## src/rtl/mem_port_arbiter_pkg.sv

```systemverilog
// Shared types and constants for the shared-memory port arbiter.
// Latency: n/a (types, constants and a pure helper function only).
// Backpressure: n/a.
package mem_port_arbiter_pkg;

  localparam int DEF_PROC_COUNT = 4;
  localparam int DEF_ADDR_W     = 16;
  localparam int DEF_DATA_W     = 32;
  localparam int DEF_LEN_W      = 4;

  // Burst sequencer states
  typedef enum logic [1:0] {
    IDLE  = 2'd0,
    BURST = 2'd1,
    DRAIN = 2'd2
  } arb_state_t;

  // One beat as presented on the memory port (default configuration widths)
  typedef struct packed {
    logic                  we;
    logic [DEF_ADDR_W-1:0] addr;
    logic [DEF_DATA_W-1:0] wdata;
  } mem_beat_t;

  // Increment with wrap at n (used for the round-robin pointer)
  function automatic int unsigned wrap_inc(input int unsigned v, input int unsigned n);
    return ((v + 1) >= n) ? 0 : (v + 1);
  endfunction

endpackage

```

## src/rtl/mem_port_arbiter_rr.sv

```systemverilog
// Round-robin one-hot picker: rotate requests by ptr, take lowest set bit, rotate back.
// Latency: purely combinational, zero cycles.
// Backpressure: none; the caller decides when the pick is consumed.
module rr_arbiter #(
  parameter int N  = 4,
  parameter int PW = $clog2(N)
) (
  input  logic [N-1:0]  i_req,
  input  logic [PW-1:0] i_ptr,
  output logic [N-1:0]  o_gnt
);

  logic [N-1:0]  w_req_rot;
  logic [N-1:0]  w_pick_rot;
  logic [PW-1:0] w_rot_idx;

  // Rotate so that bit 0 is the requester at i_ptr, pick the lowest one, then rotate back
  always_comb begin
    w_req_rot  = '0;
    w_pick_rot = '0;
    w_rot_idx  = '0;
    o_gnt      = '0;
    for (int i = 0; i < N; i++) begin
      w_rot_idx    = PW'((i + int'(i_ptr)) % N);
      w_req_rot[i] = i_req[w_rot_idx];
    end
    w_pick_rot = w_req_rot & (~w_req_rot + {{(N-1){1'b0}}, 1'b1});
    for (int i = 0; i < N; i++) begin
      w_rot_idx        = PW'((i + int'(i_ptr)) % N);
      o_gnt[w_rot_idx] = w_pick_rot[i];
    end
  end

endmodule

```

## src/rtl/mem_port_arbiter.sv

```systemverilog
// Shares one memory port among PROC_COUNT processors; round-robin grant held for a whole burst.
// Latency: grant 1 cycle after request; ack same cycle as beat acceptance; rvalid 1 cycle after a read beat.
// Backpressure: i_mem_ready low holds address/data with no ack; dropping i_req mid-burst aborts it.
module mem_port_arbiter
  import mem_port_arbiter_pkg::*;
#(
  parameter int PROC_COUNT = DEF_PROC_COUNT,
  parameter int ADDR_W     = DEF_ADDR_W,
  parameter int DATA_W     = DEF_DATA_W,
  parameter int LEN_W      = DEF_LEN_W
) (
  input  logic                         i_clk,
  input  logic                         i_rstn,
  input  logic [PROC_COUNT-1:0]        i_req,
  input  logic [PROC_COUNT-1:0]        i_we,
  input  logic [PROC_COUNT*ADDR_W-1:0] i_addr,
  input  logic [PROC_COUNT*LEN_W-1:0]  i_len,
  input  logic [PROC_COUNT*DATA_W-1:0] i_wdata,
  output logic [PROC_COUNT-1:0]        o_gnt,
  output logic [PROC_COUNT-1:0]        o_ack,
  output logic [PROC_COUNT-1:0]        o_rvalid,
  output logic [DATA_W-1:0]            o_rdata,
  output logic                         o_mem_en,
  output logic                         o_mem_we,
  output logic [ADDR_W-1:0]            o_mem_addr,
  output logic [DATA_W-1:0]            o_mem_wdata,
  input  logic                         i_mem_ready,
  input  logic [DATA_W-1:0]            i_mem_rdata
);

  localparam int PW = $clog2(PROC_COUNT);

  arb_state_t            r_state,    w_state_nxt;
  logic [PW-1:0]         r_rr_ptr,   w_rr_ptr_nxt;
  logic [PW-1:0]         r_sel,      w_sel_nxt;
  logic                  r_we,       w_we_nxt;
  logic [ADDR_W-1:0]     r_base,     w_base_nxt;
  logic [LEN_W-1:0]      r_len,      w_len_nxt;
  logic [LEN_W-1:0]      r_beat_cnt, w_beat_cnt_nxt;
  logic [PROC_COUNT-1:0] r_rvalid,   w_rvalid_nxt;

  logic [ADDR_W-1:0]     w_addr_arr  [PROC_COUNT];
  logic [LEN_W-1:0]      w_len_arr   [PROC_COUNT];
  logic [DATA_W-1:0]     w_wdata_arr [PROC_COUNT];

  logic [PROC_COUNT-1:0] w_arb_gnt;
  logic [PW-1:0]         w_arb_idx;
  logic                  w_arb_any;
  logic [PROC_COUNT-1:0] w_sel_oh;
  logic [PW-1:0]         w_sel_inc;
  logic                  w_in_burst;
  logic                  w_req_sel;
  logic                  w_mem_en;
  logic                  w_accept;
  logic                  w_last_beat;
  logic                  w_rd_in_flight;
  logic [ADDR_W-1:0]     w_beat_addr;

  // Unpack the flat per-processor buses so they can be indexed by processor number
  for (genvar g = 0; g < PROC_COUNT; g++) begin : g_unpack
    assign w_addr_arr[g]  = i_addr[g*ADDR_W +: ADDR_W];
    assign w_len_arr[g]   = i_len[g*LEN_W +: LEN_W];
    assign w_wdata_arr[g] = i_wdata[g*DATA_W +: DATA_W];
  end

  rr_arbiter #(
    .N  (PROC_COUNT),
    .PW (PW)
  ) u_rr (
    .i_req (i_req),
    .i_ptr (r_rr_ptr),
    .o_gnt (w_arb_gnt)
  );

  assign w_arb_any      = |i_req;
  assign w_sel_oh       = {{(PROC_COUNT-1){1'b0}}, 1'b1} << r_sel;
  assign w_sel_inc      = PW'(wrap_inc(32'(r_sel), PROC_COUNT));
  assign w_in_burst     = (r_state == BURST);
  assign w_req_sel      = i_req[r_sel];
  assign w_mem_en       = w_in_burst & w_req_sel;
  assign w_accept       = w_mem_en & i_mem_ready;
  assign w_last_beat    = (r_beat_cnt == r_len);
  // A registered rvalid this cycle means a read beat was accepted last cycle
  assign w_rd_in_flight = |r_rvalid;
  // Address arithmetic is modulo 2^ADDR_W, so bursts wrap through zero
  assign w_beat_addr    = r_base + {{(ADDR_W-LEN_W){1'b0}}, r_beat_cnt};

  // One-hot winner to processor index
  always_comb begin
    w_arb_idx = '0;
    for (int i = 0; i < PROC_COUNT; i++) begin
      if (w_arb_gnt[i]) w_arb_idx = PW'(i);
    end
  end

  // Next-state and datapath-capture logic for the burst sequencer
  always_comb begin
    w_state_nxt    = r_state;
    w_rr_ptr_nxt   = r_rr_ptr;
    w_sel_nxt      = r_sel;
    w_we_nxt       = r_we;
    w_base_nxt     = r_base;
    w_len_nxt      = r_len;
    w_beat_cnt_nxt = r_beat_cnt;
    w_rvalid_nxt   = '0;
    case (r_state)
      IDLE: begin
        if (w_arb_any) begin
          w_sel_nxt      = w_arb_idx;
          w_we_nxt       = i_we[w_arb_idx];
          w_base_nxt     = w_addr_arr[w_arb_idx];
          w_len_nxt      = w_len_arr[w_arb_idx];
          w_beat_cnt_nxt = '0;
          w_state_nxt    = BURST;
        end
      end
      BURST: begin
        if (!w_req_sel) begin
          // Abandoned burst: wait one cycle only if a read return is still due
          if (w_rd_in_flight) begin
            w_state_nxt = DRAIN;
          end else begin
            w_state_nxt  = IDLE;
            w_rr_ptr_nxt = w_sel_inc;
          end
        end else if (w_accept) begin
          w_beat_cnt_nxt = r_beat_cnt + LEN_W'(1);
          if (!r_we) w_rvalid_nxt = w_sel_oh;
          if (w_last_beat) begin
            if (r_we) begin
              w_state_nxt  = IDLE;
              w_rr_ptr_nxt = w_sel_inc;
            end else begin
              w_state_nxt = DRAIN;
            end
          end
        end
      end
      DRAIN: begin
        w_state_nxt  = IDLE;
        w_rr_ptr_nxt = w_sel_inc;
      end
      default: begin
        w_state_nxt = IDLE;
      end
    endcase
  end

  // State and burst-context registers; reset discards any pending read return
  always_ff @(posedge i_clk or negedge i_rstn) begin
    if (!i_rstn) begin
      r_state    <= IDLE;
      r_rr_ptr   <= '0;
      r_sel      <= '0;
      r_we       <= 1'b0;
      r_base     <= '0;
      r_len      <= '0;
      r_beat_cnt <= '0;
      r_rvalid   <= '0;
    end else begin
      r_state    <= w_state_nxt;
      r_rr_ptr   <= w_rr_ptr_nxt;
      r_sel      <= w_sel_nxt;
      r_we       <= w_we_nxt;
      r_base     <= w_base_nxt;
      r_len      <= w_len_nxt;
      r_beat_cnt <= w_beat_cnt_nxt;
      r_rvalid   <= w_rvalid_nxt;
    end
  end

  assign o_gnt       = (r_state != IDLE) ? w_sel_oh : '0;
  assign o_ack       = w_accept ? w_sel_oh : '0;
  assign o_rvalid    = r_rvalid;
  assign o_rdata     = i_mem_rdata;
  assign o_mem_en    = w_mem_en;
  assign o_mem_we    = w_in_burst & r_we;
  assign o_mem_addr  = w_in_burst ? w_beat_addr : '0;
  assign o_mem_wdata = w_in_burst ? w_wdata_arr[r_sel] : '0;

endmodule

```

## config.mk

```make
export PLATFORM = sky130hd
export DESIGN_NAME = mem_port_arbiter
export DESIGN_NICKNAME = d
export VERILOG_FILES = /design/src/rtl/mem_port_arbiter_pkg.sv /design/src/rtl/mem_port_arbiter_rr.sv /design/src/rtl/mem_port_arbiter.sv
export SDC_FILE = /design/constraint.sdc
export NUM_CORES = 1
export LEC_CHECK = 0
export CAP_MARGIN = 20
export CORE_AREA = 2 2 134 136
export DETAILED_ROUTE_END_ITERATION = 10
export DIE_AREA = 0 0 136 138
export PLACE_DENSITY = 0.72
export SKIP_CTS_REPAIR_TIMING = 1
export SYNTH_ARGS = -nofsm -noshare
export SYNTH_HDL_FRONTEND = slang
export SYNTH_SLANG_ARGS = --single-unit
```

## constraint.sdc

```tcl
create_clock -name i_clk -period 4.4 [get_ports i_clk]
set_clock_uncertainty 0.2 [all_clocks]
set_input_delay 1.32 -clock i_clk [delete_from_list [all_inputs] [get_ports i_clk]]
set_output_delay 1.32 -clock i_clk [all_outputs]
set_load 0.03 [all_outputs]
```

==> results.py <==
metrics = {
    "layout": {
        "final_net_count": 1004,
        "nFillCells": 1735,
        "drive_above_1_share_pct": 14.4,
        "final_common_cell": "clkdlybuf4s50_1",
        "area_delta_synth_final_pct": 68.6,
        "diodes": 0,
        "stdcell_count": 964,
        "most-common-layout-cells": "clkdlybuf4s50_1, and2_1, buf_4",
        "post-route-util_pct": 42.9,
    },
    "grt": {
        "grtUsageMet3_pct": 6.49,
        "grt_pass1_vias": 4994,
        "antenna_found_initial": 1,
        "grt_max_degree": 44,
        "grt_busiest_layer": "met2",
        "overflow": 0,
        "grt_pass1_wl_um": 29300,
        "grt_usage_pct": 20.5,
        "grtUsageMet2_pct": 31.6,
        "grt_use_met1_pct": 28.5,
    },
    "clock_network": {
        "h-tree-depth": 2,
        "cts_tree": "yes",
        "clock_latency_ns": 0.28,
        "clk_path_buf_depth": 2,
        "clockRootBuffer": "clkbuf_16",
        "numCtsBuffers": 5,
        "clk_pin_slew_ns": 0.05,
        "clock-sinks": 35,
    },
    "floorplanning": {
        "fp.dieArea_um2": 18800,
        "num_rows": 49,
        "start_util_pct": 25.4,
        "io_pins": 345,
        "die_h_um": 138,
        "die_x_um": 136,
        "core_um2": 17500,
    },
    "worst_setup_path": {
        "cpLargestDelayFamily": "buffers and inverters",
        "critPathBufInv": 2,
        "crit_path_end_kind": "output pin",
        "crit_required_ns": 2.88,
        "cp-start-kind": "primary input",
        "cp_slowest_cell": "mux4_2",
        "critPathMaxStageDelay_ns": 0.57,
        "crit_arrival_ns": 2.88,
        "path_cells": "clkdlybuf4s50_1 > mux4_2 > and3_4 > and2_1 > clkbuf_2",
        "crit_fanout": 5,
        "critPathKind": "in -> out",
    },
    "power_and_ir_drop": {
        "swShare_pct": 50.0,
        "p_leak_nw": 3.28,
        "combPwrFrac_pct": 78.5,
        "seq_power_share_pct": 12.5,
        "clock_power_share_pct": 9.0,
        "ir_worst_vdd_v": 0.000324,
        "p_int_mw": 2.57,
        "p_per_area_nw_per_um2": 682,
        "p_sw_mw": 2.56,
    },
    "worst_hold_path": {
        "hp-class": "reg -> reg",
    },
    "synthesis": {
        "syn_nets": 766,
        "synth_edf_count": 0,
        "yosys.cell_types.count": 54,
        "netlist_area_um2": 4460,
        "synthArstFlopShare_pct": 100,
        "yosysSeqAreaShare_pct": 19.6,
        "ys_seq_elements": 35,
        "dominantRegCellSynth": "dfrtp_1",
        "avgSynthCellArea_um2": 9.00,
        "synth_warnings": 0,
        "netlist_instances": 496,
    },
    "timing": {
        "min_period_ns": 4.40,
        "worst_pin_slew_ns": 0.865,
        "finalHoldViolCount": 0,
        "slew_headroom_pct": 42.4,
        "min_period_over_period_pct": 99.9,
        "fmax_mhz": 228,
        "setup_violations": 0,
        "rsz0062_at_grt": "yes",
        "finalMaxSlewViolations": 0,
        "setup_ws_ns": 0.00469,
    },
    "drt": {
        "vias": 4841,
        "routed_wl_um": 19900,
        "drt_iter0_markers": 362,
        "vias_per_cell": 5.02,
        "firstDrtPassIters": 4,
        "ant_nets": 0,
        "wl_per_cell_um": 20.7,
        "drc_errors": 0,
    },
    "job": {
        "maxCapViolations": 0,
    },
    "placement": {
        "gp_congestion": 0.912,
        "dp.cells": 956,
        "hpwl_um": 16400,
        "portBuffers": 280,
        "pre_cts_slack_ns": -0.559,
    },
    "run_status": {
        "status": "complete, no violations",
    },
}
==> flip-flops by register name (all words and copies together) (netlist names) <==
name / count
r_rr_ptr: 2
r_base: 16
r_len: 4
r_we: 1
r_state: 2
r_sel: 2
r_beat_cnt: 4
o_rvalid: 4
==> layer usage <==
metal	share of wire (%)	routed length [um]
met5	0.075	15
met4	1.4	276
met3	10	1990
met2	45	9010
met1	43	8630
==> kinds of logic (layout without fill, tap and decap cells) <==
group                    after synthesis  count (layout)  share of synthesized area (%)
AO/OA/AOI/OAI                        114             114                           18.3
XOR/XNOR                              17              17                           3.34
adder cells (fa/ha/maj)               19              19                           5.50
buffers and inverters                 87             326                           10.7
flip-flops                            35              35                           19.6
multiplexers                          42              42                           19.6
AND/OR/NAND/NOR                      182             182                           22.9
==> synth_stat cells (all sizes together) (19+ instances only) <==
| cell | n | area [um^2] |
|---|---|---|
| a21boi | 22 | 165 |
| mux4 | 36 | 811 |
| buf | 48 | 329 |
| and3 | 24 | 150 |
| nor2 | 27 | 101 |
| a21oi | 25 | 125 |
| clkbuf | 25 | 96.3 |
| nand3 | 28 | 140 |
| o2111ai | 21 | 184 |
| dfrtp | 35 | 876 |
| and2 | 54 | 338 |
| a31oi | 19 | 119 |
==> path summary, 6_finish.rpt <==
check,startpoint,slack (ns),cells after the start,endpoint
max,i_req[3],0.005,5,o_ack[2]
min,r_state[1],0.29,2,r_state[1]
max reg2reg,r_rr_ptr[0],1.30,8,r_base[15]
min reg2reg,r_state[1],0.29,2,r_state[1]
max in group asynchronous,i_rstn,2.48,1,r_sel[0]
min in group asynchronous,i_rstn,0.94,1,r_len[1]
==> worst reg2reg max path: stages (launching register included) <==
cell,delay (ns)
dfrtp_1,0.35
inv_1,0.13
ha_1,0.39
mux4_2,0.53
or2_4,0.27
a31o_4,0.34
and3_1,0.24
o2111ai_1,0.37
a31oi_1,0.15
==> area by class of cell <==
class / instances / area [um^2] / share of cell area (%)
Tap cell: 229 / 287 / 3.81
Timing Repair Buffer: 304 / 3000 / 39.9
Multi-Input combinational cell: 374 / 3110 / 41.4
Clock inverter: 3 / 67.6 / 0.898
Clock buffer: 5 / 125 / 1.66
Inverter: 14 / 52.6 / 0.698
Sequential cell: 35 / 877 / 11.7
==> power groups by stage <==
stage,Combinational (mW),Clock (mW),Sequential [mW]
2_1_floorplan,2.67,0,0.577
3_3_place_gp,4.02,0,0.637
3_5_place_dp,4.05,0,0.640
4_1_cts,4.08,0.468,0.636
5_1_grt,4.36,0.483,0.660
6_report,4.03,0.461,0.640
==> through the flow <==
step                hold slack (ns)  instance area (um^2)  setup TNS (ns)  power [mW]
floorplan                     0.250                  4460               0        3.24
global placement              0.270                  7290           -2.67        4.66
detailed placement            0.275                  7290           -3.06        4.69
CTS                           0.287                  7480           -3.68        5.18
global route                  0.315                  7520         -0.0260        5.51
finish                        0.286                  7520               0        5.13
Power figures use the tool's default switching activity.
==> edit 1: new RTL, config.mk and constraints unchanged <==
Set the package constant `DEF_LEN_W` to 8 (it was 4).
--- a/src/rtl/mem_port_arbiter_pkg.sv
+++ b/src/rtl/mem_port_arbiter_pkg.sv
@@ -6,7 +6,7 @@
   localparam int DEF_PROC_COUNT = 4;
   localparam int DEF_ADDR_W     = 16;
   localparam int DEF_DATA_W     = 32;
-  localparam int DEF_LEN_W      = 4;
+  localparam int DEF_LEN_W      = 8;
 
   // Burst sequencer states
   typedef enum logic [1:0] {
Ports: changed (resized i_len); port bits go from 345 to 361. The function was not compared with the original's and may differ.
==> edit 1 against the original RTL <==
Global-route usage decreased by 1.3 points; combinational power increased by 10%; design area increased by 8.6%; wire length decreased by 4.7%; worst setup slack improved by 0.18 ns; final cell count increased by 4.4%; maximum frequency increased by 4.2%; clock power decreased by 3%; sequential cell count increased by 8; critical endpoint is now o_mem_addr[14]; largest cell class unchanged; total power increased by 11%; utilization increased by 3.7 points; synthesized area increased by 9.5%.
==> edit 1: results (changes against the original RTL) <==
Critical path
  • Max stage delay on crit path: 0.40 ns (-0.17 ns)
  • Critical path data arrival time: 2.70 ns (-0.18 ns)
  • CP Launch Point: r_beat_cnt[0]
  • RR Startpoint: r_rr_ptr[1]
  • CP max FO: 3 (-2)

Synthesis
  • Seq/Total Area, Yosys: 0.220 (+0.0240)
  • Post-Syn Nets: 792 (+3.4%)
  • Top_reg_cell synth: dfrtp_1
  • Largest cells by area after synthesis: dfrtp_1 22%, mux4_2 17%, a221oi_2 6.1%, and2_1 6.0%, ha_1 5.6%
  • Post-synthesis cell count: 502 (+1.2%)
  • Post-synth top cells: 49 x nand2_1, 47 x and2_1, 43 x dfrtp_1
  • Distinct cells, synth: 53 (-1.9%)

Cells and area
  • Nets: 1066 (+6.2%)
  • Fill cell count: 1676 (-3.4%)
  • Final design utilization: 0.466 (+0.0368)
  • Share of cells above drive strength 1: 0.221 (+0.0771)

Routing
  • Via density: 4.81 (-4.1%)
  • Final wirelength: 19000 microns (-4.7%)
  • Initial DRC count: 217 (-40%)
  • Average wire per cell in the routed design: 18.9 microns (-8.7%)

Global routing
  • GRT Util Overall: 0.192 (-0.0131)
  • Antenna violations before repair: 0 (-1)
  • Global-route wire length before repair: 28100 microns (-4.1%)

Timing
  • Worst Tran Pin Value: 0.870 ns (+0.00532 ns)

Placement
  • Port Buffers: 296 (+5.7%)
  • Placed insts: 995 (+4.1%)
  • Cell Area, Placed: 7880 sq um (+8.1%)

Pwr
  • Leak pwr: 3.56 nW (+8.4%)
  • Max VDD drop: 386 uV (+19%)

Clock tree
  • Total CTS buffers: 5 (unchanged)
  • Clk slew on worst S/H paths: 0.07 ns (+0.02 ns)

Outcome
  • Status: finished, final reports clean
-- edit 1: report_power, final --
group / total (mW) / switching [mW] / leakage, nW / internal [mW]
registers: 0.780 / 0.212 / 0.522 / 0.568
logic: 4.45 / 2.44 / 2.95 / 2.01
clock network: 0.449 / 0.163 / 0.0875 / 0.286
-- edit 1: final cells by class --
| type | instances | share of cell area |
|---|---|---|
| Timing Repair Buffer | 327 | 0.389 |
| Multi-Input combinational cell | 379 | 0.414 |
| Tap cell | 229 | 0.0351 |
| Inverter | 20 | 0.00919 |
| Sequential cell | 43 | 0.132 |
| Clock inverter | 2 | 0.00475 |
| Clock buffer | 6 | 0.0170 |
-- edit 1: logic make-up (layout without fill, tap and decap cells) --
logic type,Yosys count,count (layout),synth area share
simple gates,178,179,0.192
compound gates,89,89,0.154
buf+inv,81,355,0.0986
mux,65,65,0.233
flops,43,43,0.220
fa+ha+maj,23,23,0.0605
xor+xnor,23,23,0.0412
-- edit 1: layer usage --
metal,wire [microns],track usage,vias up
met4,214,0.0373,0
met3,1670,0.0484,16
met5,0,0,-
li1,-,-,2346
met1,8530,0.272,2301
met2,8560,0.298,180
-- edit 1: critical path, delay by kind of cell, from the launching register on --
kind / cells / cell delay, ns
AOI/OAI and AO/OA: 4 / 0.63
muxes: 1 / 0.20
and+or+nand+nor: 2 / 0.38
buffers and inverters: 2 / 0.24
adders and majority gates: 2 / 0.58
DFF: 1 / 0.37
-- edit 1: path summary, 6_finish.rpt --
path	depth (start not counted)	slack [ns]	end
min in group asynchronous	1	0.70	r_base[3]
hold / removal	2	0.29	r_state[1]
max in group asynchronous	2	2.83	r_sel[0]
setup reg to reg	11	0.69	r_base[11]
hold reg to reg	2	0.29	r_state[1]
setup / recovery	11	0.18	o_mem_addr[14]
==> edit 2: new RTL, config.mk and constraints unchanged <==
Made on the original files. Make the reset (`i_rstn`) synchronous in one clocked block.
--- a/src/rtl/mem_port_arbiter.sv
+++ b/src/rtl/mem_port_arbiter.sv
@@ -147,7 +147,7 @@
   end
 
   // State and burst-context registers; reset discards any pending read return
-  always_ff @(posedge i_clk or negedge i_rstn) begin
+  always_ff @(posedge i_clk) begin
     if (!i_rstn) begin
       r_state    <= IDLE;
       r_rr_ptr   <= '0;
Formal check against the unedited RTL: not equivalent (Yosys sat finds a counterexample within 4 cycles, from zero or initial values and one cycle with i_rstn low; the reset may be asserted at any time).
==> edit 2 against the original RTL <==
Clock power is 8.9% lower; design area increased by 7.4%; sequential share of layout area down 3.0 points; final cell count up 9.2%; via count up 15%; count of clock-buffer cells in the layout did not move; combinational power down 16%; synthesized area grew 14%; worst setup slack improved by 0.090 ns; total power fell by 13%; critical path depth stayed put; global-route usage increased by 0.66 points; wire length rose by 5.1%; sequential cell count stayed put; critical endpoint is now o_ack[0]; largest cell class unchanged; largest power group unchanged.
==> edit 2: results (changes against the original RTL) <==
Cells and area
  • Layout non-clock buf frac: 0.376 (-0.0235)
  • Ant diodes: 1 (+1)
  • Multi-input gates: 456 (+22%)
  • Area grow syn2layout: 59.4%
  • FF/Latch Area: 703 sq um (-20%)
  • Fill cell count: 1710 (-1.4%)

Placement
  • DP Worst Slack: -0.318 ns (+0.241 ns)
  • Gpl congestion: 0.877 (-3.8%)
  • Cell Area, Placed: 7870 sq um (+8.0%)

Routing
  • Initial DRC count: 326 (-9.9%)
  • Max Used Layer: met4
  • Met3 Routed Length: 1640 microns (-18%)
  • Average wire per cell in the routed design: 19.9 microns (-3.8%)
  • Via Count: 5572 (+15%)
  • DRT met1 WL: 8250 microns (-4.3%)
  • Final wirelength: 20900 microns (+5.1%)

Critical path
  • FF-to-FF setup slack: 0.93 ns (-0.37 ns)
  • CP max FO: 4 (-1)

Pwr
  • Total power: 4.44 mW (-13%)
  • Sw Ratio: 0.503 (+0.00325)

Global routing
  • Vias in the first global route: 5477 (+9.7%)
  • Antenna violations before repair: 0 (-1)

Synthesis
  • Post-Syn Nets: 858 (+12%)
  • FFs w/ async S/R, synth: 0 (-1.00)
  • Seq/Total Area, Yosys: 0.138 (-0.0581)
  • Largest cells by area after synthesis: mux4_2 16%, dfxtp_1 14%, and2_1 7.2%, nand2_1 5.7%, mux2i_1 5.5%
  • Post-synthesis cell count: 587 (+18%)

Timing
  • Slew HR: 0.350 (-0.0731)
  • Worst hold margin: 0.376 ns (+0.0906 ns)
  • Final worst slack: 0.0944 ns (+0.0897 ns)

Outcome
  • Status: finished, final reports clean

Min path
  • End point of the worst hold path: r_state[0]
[edit 2: changes by cell type in the layout (fill, tap and decap cells not counted), sizes merged, moves of 20 or more]
cell     unedited run  this run
mux2i               3        28
nor2               27         6
nor3                4        26
o2111ai            21         0
nand2              12        77
o211ai              1        22
dfrtp              35         0
a21oi              25         4
and3               24         4
o21ai               6        28
o221ai              0        21
dfxtp               0        35
[edit 2: logic make-up (layout without fill, tap and decap cells)]
logic type	count (synthesis)	count (layout)	synth area share
and+or+nand+nor	216	216	0.249
AOI/OAI and AO/OA	134	134	0.199
buffers and inverters	96	332	0.108
muxes	68	68	0.224
DFF	35	35	0.138
adders and majority gates	20	20	0.0508
xor gates and xnor gates	18	18	0.0311
other	0	1	0
[edit 2: critical path, stage by stage]
cell and delay (ns):
clkdlybuf4s50_1 0.42, mux4_2 0.49, and3_1 0.22, and2_1 0.16
clkbuf_2 0.18
